$ cat src/rtl/lock_if.sv
// Button inputs and status outputs of the keypad lock sequencer, bundled so the
// pin-level wrapper and the sequencer share one port definition.
interface lock_if #(
  parameter int PW_W = 7
);
  logic            set_btn;
  logic            enter_btn;
  logic [PW_W-1:0] code_in;
  logic [2:0]      state;
  logic            unlocked;
  logic            alarm;
  logic [1:0]      tries_left;
  logic            pw_updated;

  modport master (
    output set_btn, enter_btn, code_in,
    input  state, unlocked, alarm, tries_left, pw_updated
  );

  modport slave (
    input  set_btn, enter_btn, code_in,
    output state, unlocked, alarm, tries_left, pw_updated
  );
endinterface

$ cat src/rtl/lock_controller.sv
// Keypad lock sequencer: button press detection, lock FSM, stored password,
// retry budget and one shared timer for relock / set-abort / alarm lockout.
module lock_controller #(
  parameter int              PW_W           = 7,
  parameter int              MAX_TRIES      = 3,
  parameter logic [15:0]     OPEN_CYCLES    = 16'd5000,
  parameter logic [15:0]     LOCKOUT_CYCLES = 16'd20000,
  parameter logic [PW_W-1:0] DEFAULT_PW     = '0
) (
  input  logic   clk,
  input  logic   rst,
  lock_if.slave  bus
);

  typedef enum logic [2:0] {
    S_IDLE  = 3'b000,
    S_SET   = 3'b001,
    S_OPEN  = 3'b010,
    S_ALARM = 3'b011,
    S_INPUT = 3'b100
  } state_e;

  localparam logic [1:0] MAX_T = 2'(MAX_TRIES);

  state_e          state_q, state_d;
  logic [15:0]     timer_q, timer_d;
  logic [1:0]      tries_q, tries_d;
  logic [PW_W-1:0] pw_q, pw_d;
  logic            pw_upd_q, pw_upd_d;
  logic            unlocked_q, unlocked_d;
  logic            alarm_q, alarm_d;
  logic            set_q, set_d;
  logic            enter_q, enter_d;

  logic            set_press, enter_press;
  logic [15:0]     limit;
  logic            expired;
  logic            timed;

  always_comb begin
    set_d       = bus.set_btn;
    enter_d     = bus.enter_btn;
    set_press   = bus.set_btn & ~set_q;
    enter_press = bus.enter_btn & ~enter_q;

    limit   = (state_q == S_ALARM) ? LOCKOUT_CYCLES : OPEN_CYCLES;
    expired = (timer_q == limit - 16'd1);

    state_d  = state_q;
    tries_d  = tries_q;
    pw_d     = pw_q;
    pw_upd_d = 1'b0;

    case (state_q)
      S_IDLE: begin
        if (enter_press) state_d = S_INPUT;
      end
      S_INPUT: begin
        if (enter_press) begin
          if (bus.code_in == pw_q) begin
            state_d = S_OPEN;
            tries_d = MAX_T;
          end else begin
            tries_d = (tries_q == 2'd0) ? 2'd0 : tries_q - 2'd1;
            state_d = (tries_d == 2'd0) ? S_ALARM : S_IDLE;
          end
        end
      end
      S_OPEN: begin
        if (enter_press)    state_d = S_IDLE;
        else if (set_press) state_d = S_SET;
        else if (expired)   state_d = S_IDLE;
      end
      S_SET: begin
        if (enter_press) begin
          state_d = S_IDLE;
        end else if (set_press) begin
          pw_d     = bus.code_in;
          pw_upd_d = 1'b1;
          state_d  = S_IDLE;
        end else if (expired) begin
          state_d = S_IDLE;
        end
      end
      S_ALARM: begin
        if (expired) begin
          state_d = S_IDLE;
          tries_d = MAX_T;
        end
      end
      default: state_d = S_IDLE;
    endcase

    // Timer restarts on any state change and saturates rather than wrapping.
    timed = (state_q == S_OPEN) || (state_q == S_SET) || (state_q == S_ALARM);
    if (state_d != state_q)                 timer_d = 16'd0;
    else if (timed && timer_q != 16'hFFFF)  timer_d = timer_q + 16'd1;
    else                                    timer_d = timer_q;

    unlocked_d = (state_d == S_OPEN);
    alarm_d    = (state_d == S_ALARM);
  end

  always_ff @(posedge clk) begin
    if (rst) begin
      state_q    <= S_IDLE;
      timer_q    <= 16'd0;
      tries_q    <= MAX_T;
      pw_q       <= DEFAULT_PW;
      pw_upd_q   <= 1'b0;
      unlocked_q <= 1'b0;
      alarm_q    <= 1'b0;
      set_q      <= 1'b1;
      enter_q    <= 1'b1;
    end else begin
      state_q    <= state_d;
      timer_q    <= timer_d;
      tries_q    <= tries_d;
      pw_q       <= pw_d;
      pw_upd_q   <= pw_upd_d;
      unlocked_q <= unlocked_d;
      alarm_q    <= alarm_d;
      set_q      <= set_d;
      enter_q    <= enter_d;
    end
  end

  assign bus.state      = state_q;
  assign bus.unlocked   = unlocked_q;
  assign bus.alarm      = alarm_q;
  assign bus.tries_left = tries_q;
  assign bus.pw_updated = pw_upd_q;

endmodule

$ cat src/flat_wrapper.sv
// flat-port wrapper written by rule: the top's interface ports become plain ports
module lock_controller_flat 
#(
  parameter int              PW_W           = 7,
  parameter int              MAX_TRIES      = 3,
  parameter logic [15:0]     OPEN_CYCLES    = 16'd5000,
  parameter logic [15:0]     LOCKOUT_CYCLES = 16'd20000,
  parameter logic [PW_W-1:0] DEFAULT_PW     = '0
)
  (clk, rst, bus_set_btn, bus_enter_btn, bus_code_in, bus_state, bus_unlocked, bus_alarm, bus_tries_left, bus_pw_updated);
  lock_if #(.PW_W(PW_W)) bus_i ();
  input  logic clk;
  input  logic rst;
  input wire logic [$bits(bus_i.set_btn)-1:0] bus_set_btn;
  input wire logic [$bits(bus_i.enter_btn)-1:0] bus_enter_btn;
  input wire logic [$bits(bus_i.code_in)-1:0] bus_code_in;
  output wire logic [$bits(bus_i.state)-1:0] bus_state;
  output wire logic [$bits(bus_i.unlocked)-1:0] bus_unlocked;
  output wire logic [$bits(bus_i.alarm)-1:0] bus_alarm;
  output wire logic [$bits(bus_i.tries_left)-1:0] bus_tries_left;
  output wire logic [$bits(bus_i.pw_updated)-1:0] bus_pw_updated;
  assign bus_i.set_btn = bus_set_btn;
  assign bus_i.enter_btn = bus_enter_btn;
  assign bus_i.code_in = bus_code_in;
  assign bus_state = bus_i.state;
  assign bus_unlocked = bus_i.unlocked;
  assign bus_alarm = bus_i.alarm;
  assign bus_tries_left = bus_i.tries_left;
  assign bus_pw_updated = bus_i.pw_updated;
  lock_controller #(.PW_W(PW_W), .MAX_TRIES(MAX_TRIES), .OPEN_CYCLES(OPEN_CYCLES), .LOCKOUT_CYCLES(LOCKOUT_CYCLES), .DEFAULT_PW(DEFAULT_PW)) u_core (.clk(clk), .rst(rst), .bus(bus_i));
endmodule
$ cat config.mk
export PLATFORM = sky130hd
export DESIGN_NAME = lock_controller_flat
export DESIGN_NICKNAME = d
export VERILOG_FILES = /design/src/rtl/lock_if.sv /design/src/rtl/lock_controller.sv /design/src/flat_wrapper.sv
export SDC_FILE = /design/constraint.sdc
export NUM_CORES = 1
export LEC_CHECK = 0
export ABC_AREA = 1
export BUFFER_PORTS_ARGS = -buffer_cell sky130_fd_sc_hd__clkbuf_2
export CAP_MARGIN = 20
export CORE_MARGIN = 5
export CORE_UTILIZATION = 35
export DETAILED_ROUTE_END_ITERATION = 10
export HOLD_SLACK_MARGIN = 0.08
export PLACE_DENSITY_LB_ADDON = 0.15
export SETUP_SLACK_MARGIN = 0.3
export SYNTH_ARGS = -nofsm -noshare
export SYNTH_HDL_FRONTEND = slang
export SYNTH_SLANG_ARGS = --single-unit
$ cat constraint.sdc
create_clock -name clk -period 2.6 [get_ports clk]
set_input_delay 0 -clock clk [delete_from_list [all_inputs] [get_ports clk]]
set_output_delay 0 -clock clk [all_outputs]
set_load 0.1 [all_outputs]
== Word-level counts from Yosys, hierarchy flattened ==
Cells that the tools add are included.

* Register bits: 33
* Input port bits: 11
* Output and inout bits: 8
* Word-level logic and storage cells: 58

* Add/subtract/negate cells: 3
* Equal/unequal tests: 12
* Mux-type cells: 17
* Bitwise logic cells: 6
* Reductions and logical operators: 11

{| class="wikitable"
|+ Operators by type and width
! operator !! number
|-
| 3-bit 2-to-1 mux || 8
|-
| 16-bit by 1-bit adder with 16-bit output (second input constant) || 1
|-
| 16-bit == test || 1
|-
| 16-bit inequality test (second input constant) || 1
|-
| 16-bit by 1-bit subtractor with 16-bit output (second input constant) || 1
|-
| 15-bit 2-to-1 mux || 1
|-
| 3-bit case mux with 5 select lines || 1
|-
| 3-bit by 2-bit == test with 1-bit output (second input constant) || 4
|-
| 2-bit 2-to-1 mux || 5
|-
| 7-bit == test || 1
|-
| 3-bit AND reduction || 2
|-
| 2-bit zero test || 2
|-
| 2-bit by 1-bit inequality test with 1-bit output (second input constant) || 2
|-
| 1-bit NOT || 4
|-
| 2-bit case mux with 2 select lines || 1
|-
| 3-bit by 1-bit == test with 1-bit output (second input constant) || 1
|-
| 3-bit == test (second input constant) || 1
|-
| 3-bit zero test || 1
|-
| 3-bit inequality test || 1
|-
| 3-bit OR reduction || 1
|-
| 1-bit AND || 2
|-
| 1-bit logical OR || 2
|-
| 2-bit nonzero test || 1
|-
| 2-bit OR reduction || 1
|-
| 3 further kinds || 3
|}

== Logic depth before layout (Yosys ltp) ==
* Word-level depth: 10
* Depth in mapped cells: 13
* Depth with buffers taken out: 12

== Worst setup path after synthesis ==
OpenSTA, ideal clock, no wires.

* Path type: reg2reg
* Start: register u_core.state_q[0] (netlist: u_core.bus.state[0])
* End: register u_core.timer_q[1]
* Library setup time: 0.119 ns
* Arrival time: 2.291 ns
* Data required time: 2.481 ns
* Path slack: 0.191 ns
* Stages on the path, launching flop included: 13
* Path buffers: 1
* Clock period less this slack: 2.409 ns
* Cell sequence: dfxtp_1 > nand3_2 > nand2_1 > nand2_1 > nor2_1 > nand3_2 > nand2_2 > nand2_1 > inv_1 > nand3_1 > nand3_2 > buf_6 > nor2_2

* Word-level cells in the longest chain between the ends: 10
* Elaborated cells on any way between the ends: 21
* Those cells by class: 1 x add/sub; 6 x eq/ne; 9 x mux; 5 x reduce/logical

{| class="wikitable"
|+ RTL lines
! element !! line !! text
|-
| from (decl) || lock_controller.sv:25 || <nowiki>state_e state_q, state_d;</nowiki>
|-
| from (signal assigned) || lock_controller.sv:116 || <nowiki>state_q <= state_d;</nowiki>
|-
| 3-bit by 2-bit == test with 1-bit output || lock_controller.sv:46, lock_controller.sv:54, lock_controller.sv:95 ||
|-
| 15-bit 2-to-1 mux || lock_controller.sv:46 || <nowiki>limit = (state_q == S_ALARM) ? LOCKOUT_CYCLES : OPEN_CYCLES;</nowiki>
|-
| 16-bit by 1-bit subtractor with 16-bit output || lock_controller.sv:47 || <nowiki>expired = (timer_q == limit - 16'd1);</nowiki>
|-
| 16-bit == test || lock_controller.sv:47 ||
|-
| 3-bit 2-to-1 mux || lock_controller.sv:72, lock_controller.sv:81, lock_controller.sv:86 ||
|-
| 3-bit 2-to-1 mux (on tied branches) || lock_controller.sv:77, lock_controller.sv:71 ||
|-
| 3-bit 2-to-1 mux (on tied branches) || lock_controller.sv:75, lock_controller.sv:70 ||
|-
| 3-bit case mux with 5 select lines || lock_controller.sv:54 || <nowiki>case (state_q)</nowiki>
|-
| 3-bit inequality test || lock_controller.sv:96 || <nowiki>if (state_d != state_q) timer_d = 16'd0;</nowiki>
|-
| 2-bit OR reduction (no line) || -- ||
|-
| to (signal assigned) || lock_controller.sv:117 || <nowiki>timer_q <= timer_d;</nowiki>
|-
| to (decl) || lock_controller.sv:26 || <nowiki>logic [15:0] timer_q, timer_d;</nowiki>
|}

Several ways; a longest one is shown, not always the timed one.
A chain may end at the register's enable or synchronous reset.

== Worst setup path in the final report ==
* Start: register u_core.timer_q[0]
* End: register u_core.timer_q[7]

* Word-level cells in the longest chain between the ends: 7
* Elaborated cells on any way between the ends: 12
* Those cells by class: 1 x add/sub; 3 x eq/ne; 6 x mux; 2 x reduce/logical

{| class="wikitable"
|+ RTL lines
! element !! line
|-
| 16-bit == test || lock_controller.sv:47
|-
| 3-bit 2-to-1 mux || lock_controller.sv:72, lock_controller.sv:81, lock_controller.sv:86
|-
| 3-bit 2-to-1 mux (on tied branches) || lock_controller.sv:77, lock_controller.sv:71
|-
| 3-bit 2-to-1 mux (on tied branches) || lock_controller.sv:75, lock_controller.sv:70
|-
| 3-bit case mux with 5 select lines || lock_controller.sv:54
|-
| 3-bit inequality test || lock_controller.sv:96
|-
| 2-bit OR reduction (no line) || --
|}

Several ways; a longest one is shown, not always the timed one.

==> results.md <==
* Worst path arrival time at 2130 ps
* Final hold vios at 0
* Max-capacitance violation count at 0
* Half-perimeter wire length after placement at 2980 µm
* Bufs on Longest Clock Path at 2
* Data required time at the worst endpoint at 2770 ps
* Die area at 6880 µm²
* Largest voltage drop on the vdd net at 0.000233 V
* Routability cong. at 0.813
* Clock-pin transition on the worst setup and hold timing paths at 70 ps
* DR vias/cell at 4.43
* Setup Fix Bufs, Post-CTS at 0
* Root buf cell: sky130_fd_sc_hd__clkbuf_8
* Number of nets with antenna violations after routing at 0
* Headroom to the max-slew limit at 0.637
* Cell area after placement at 2030 µm²
* Via count of the first global-routing pass at 1804
* Detailed router's first-iteration violation count at 110
* Total wirelength of the detailed-routed design at 4000 µm
* Leakage component of the power at 0.961 nW
* Slew at the pin closest to its max-slew limit at 546 ps
* Crit path max fanout at 11
* Hold/Removal Path Class: in -> reg
* Sinks on the clock net at 33
* Global-route usage over all layers at 0.129
* Vias at 1742
* Main area contributors after synthesis: sky130_fd_sc_hd__dfxtp_1 (35%), sky130_fd_sc_hd__nand2_1 (13%), sky130_fd_sc_hd__inv_1 (10%)
* DR pass1 iterations at 4
* Core footprint at 5140 µm²
* Antenna violations before repair at 0
* Post-synthesis sequential area ratio at 0.355
* Nets in the synthesized netlist at 301
* Highest-utilization routing layer at the global route stage: met2
* Initial standard-cell utilization of the core at 0.362
* Largest area contributor in the synthesized netlist: sky130_fd_sc_hd__dfxtp_1
* Setup-violating endpoint count in the final report at 0
* Final net count at 334
* Vertical die dimension at 83.0 µm
* IO Pins at 19
* TritonCTS Buffers at 5
* Worst setup path class: reg -> reg
* Row Count at 26
* Port Buffers at 18
* Global routing usage on met3 at 0.0287
* Cells after Synth at 289
* Overflow left after global routing at 0
* Number of H-tree levels at 2
* Final critical delay including setup and external delays at 1950 ps
* Fill cell count at 574
* Relative area change from synthesis to final layout at 19.5%
* Crit path capture type: register
* Routed len/inst at 10.2 µm
* Worst Setup Start Kind: register
* Cell area after layout at 2230 µm²
* Final clock skew at 7.60 ps
* Number of warnings printed during yosys synthesis at 0
* Result of the run: complete, no violations
* Share of the clock period used by the worst path after layout at 0.751
* Peak Freq at 0.512 GHz
* Share of final-layout standard cells stronger than drive strength 1 at 0.146
* Wire length of the first global-routing pass at 7600 µm
* Area of the mapped netlist at 1860 µm²
* Met2 Track Usage GR at 0.233
* DRC violations left at 0
* Number of distinct standard cells referenced by the synthesized netlist at 26
* Die width at 83.0 µm
* Setup TNS after final layout at 0 ps
* Largest net degree at the start of global routing at 17
* Setup repair after global routing missed its margin: no
* Synthesized area per cell at 6.45 µm²
* Clock tree from TritonCTS: built
* Met1 usage at 0.153
* Pwr per Cell Area at 426 nW/µm²
* Post-synth top area share at 0.355
* Worst skew pair latency at 280 ps
* Max Transition Viols Final at 0
* Seq cells post-synth at 33
* Antenna cell count at 0
==> cells in the mapped netlist <==
library cell and count:
sky130_fd_sc_hd__nand3_1 16, sky130_fd_sc_hd__o211ai_1 2, sky130_fd_sc_hd__or2_2 1, sky130_fd_sc_hd__dfxtp_1 33
sky130_fd_sc_hd__ha_1 1, sky130_fd_sc_hd__inv_1 52, sky130_fd_sc_hd__nand3_2 3, sky130_fd_sc_hd__inv_2 1
sky130_fd_sc_hd__nor3_1 7, sky130_fd_sc_hd__a211oi_1 1, sky130_fd_sc_hd__nand2_2 2, sky130_fd_sc_hd__nor2_2 10
sky130_fd_sc_hd__o21bai_1 1, sky130_fd_sc_hd__a21oi_1 13, sky130_fd_sc_hd__nand4_1 3, sky130_fd_sc_hd__clkbuf_1 2
sky130_fd_sc_hd__buf_2 1, sky130_fd_sc_hd__nor2_1 38, sky130_fd_sc_hd__nand2_1 67, sky130_fd_sc_hd__xnor2_1 2
sky130_fd_sc_hd__nand3b_1 1, sky130_fd_sc_hd__xor2_1 11, sky130_fd_sc_hd__o21ai_0 18, sky130_fd_sc_hd__buf_6 1
sky130_fd_sc_hd__nor2_4 1, sky130_fd_sc_hd__nor3_2 1
==> layer usage <==
layer,vias to the layer above,part of all wire
li1,954,-
met1,755,0.47
met2,27,0.47
met3,6,0.043
met4,0,0.012
met5,-,0
==> layout make-up <==
class | instances | area [µm²] | area share
Multi-Input combinational cell | 199 | 987 | 0.443
Sequential cell | 33 | 663 | 0.298
Timing Repair Buffer | 30 | 208 | 0.0933
Inverter | 53 | 199 | 0.0893
Tap cell | 70 | 87.6 | 0.0393
Clock buffer | 6 | 72.6 | 0.0326
Clock inverter | 2 | 10.0 | 0.00449
==> worst paths after layout <==
| path | slack, ps | start | to | cells past startpoint |
|---|---|---|---|---|
| max | 650 | u_core.timer_q[0]$_SDFFE_PP0P_ | u_core.timer_q[7]$_SDFFE_PP0P_ | 9 |
| max reg2reg | 650 | u_core.timer_q[0]$_SDFFE_PP0P_ | u_core.timer_q[7]$_SDFFE_PP0P_ | 9 |
| min reg2reg | 550 | u_core.pw_q[0]$_SDFFE_PP0P_ | u_core.pw_q[0]$_SDFFE_PP0P_ | 2 |
| min | 440 | bus_set_btn | u_core.set_q$_SDFF_PP1_ | 4 |
==> state kept, by name (all words and copies together), names as in the netlist <==
| name | flops |
|---|---|
| u_core.timer_q | 16 |
| u_core.pw_q | 7 |
| u_core.bus.tries_left | 2 |
| u_core.bus.unlocked | 1 |
| u_core.set_q | 1 |
| u_core.bus.alarm | 1 |
| u_core.enter_q | 1 |
| u_core.bus.pw_updated | 1 |
| u_core.bus.state | 3 |
==> worst max-delay path, stage by stage, from the launching register on <==
cell and delay (ps):
sky130_fd_sc_hd__dfxtp_1 390, sky130_fd_sc_hd__ha_1 220, sky130_fd_sc_hd__nand2_1 100, sky130_fd_sc_hd__nor3_2 180, sky130_fd_sc_hd__nand4_1 160, sky130_fd_sc_hd__nand2_2 210
sky130_fd_sc_hd__inv_1 200, sky130_fd_sc_hd__nand2_1 130, sky130_fd_sc_hd__xor2_1 200, sky130_fd_sc_hd__nor2_2 60
==> per-stage QoR <==
stage	power (mW)	setup slack [ps]	instances	utilization	hold WS [ps]
after global placement	0.574	635	374	0.394	188
after detailed placement	0.575	562	374	0.394	193
after CTS	0.968	526	393	0.432	428
final	0.948	646	393	0.433	441
after floorplan	0.559	305	289	-	69.1
after global routing	0.995	347	393	0.433	483
==> cells by family (layout without fill, tap and decap cells) <==
logic type | after synthesis | after routing | share of synthesized area
AND/OR/NAND/NOR | 150 | 150 | 0.359
adder cells (fa/ha/maj) | 1 | 1 | 0.00671
XOR/XNOR | 13 | 13 | 0.0611
AO/OA/AOI/OAI | 35 | 35 | 0.0994
buffers and inverters | 57 | 91 | 0.120
flip-flops | 33 | 33 | 0.355
==> where the power goes <==
| part | internal, mW | total [mW] | leakage, nW | switching (mW) |
|---|---|---|---|---|
| clock | 0.185 | 0.373 | 0.0450 | 0.187 |
| sequential | 0.508 | 0.510 | 0.268 | 0.00218 |
| combinational | 0.0259 | 0.0654 | 0.649 | 0.0394 |
| total | 0.719 | 0.948 | 0.961 | 0.229 |
==> placed cells by master (no fill, tap or decap), drive strengths merged, types with 2 or more instances in the layout <==
master / instances
nand2: 69
inv: 53
a21oi: 13
dlygate4sd3: 11
nand4: 3
o21ai: 18
dfxtp: 33
xnor2: 2
nor3: 8
nor2: 49
o211ai: 2
xor2: 11
nand3: 19
clkinv: 2
clkbuf: 24
==> what timing repair did <==
item / 4_1_cts / 5_1_grt
endpoints found under the setup margin: 0 / 11
hold buffers: 11 / 0
endpoints found under the hold margin: 13 / 0
gates resized for setup: 0 / 1
Note: power is estimated with default switching activity, not from simulation.
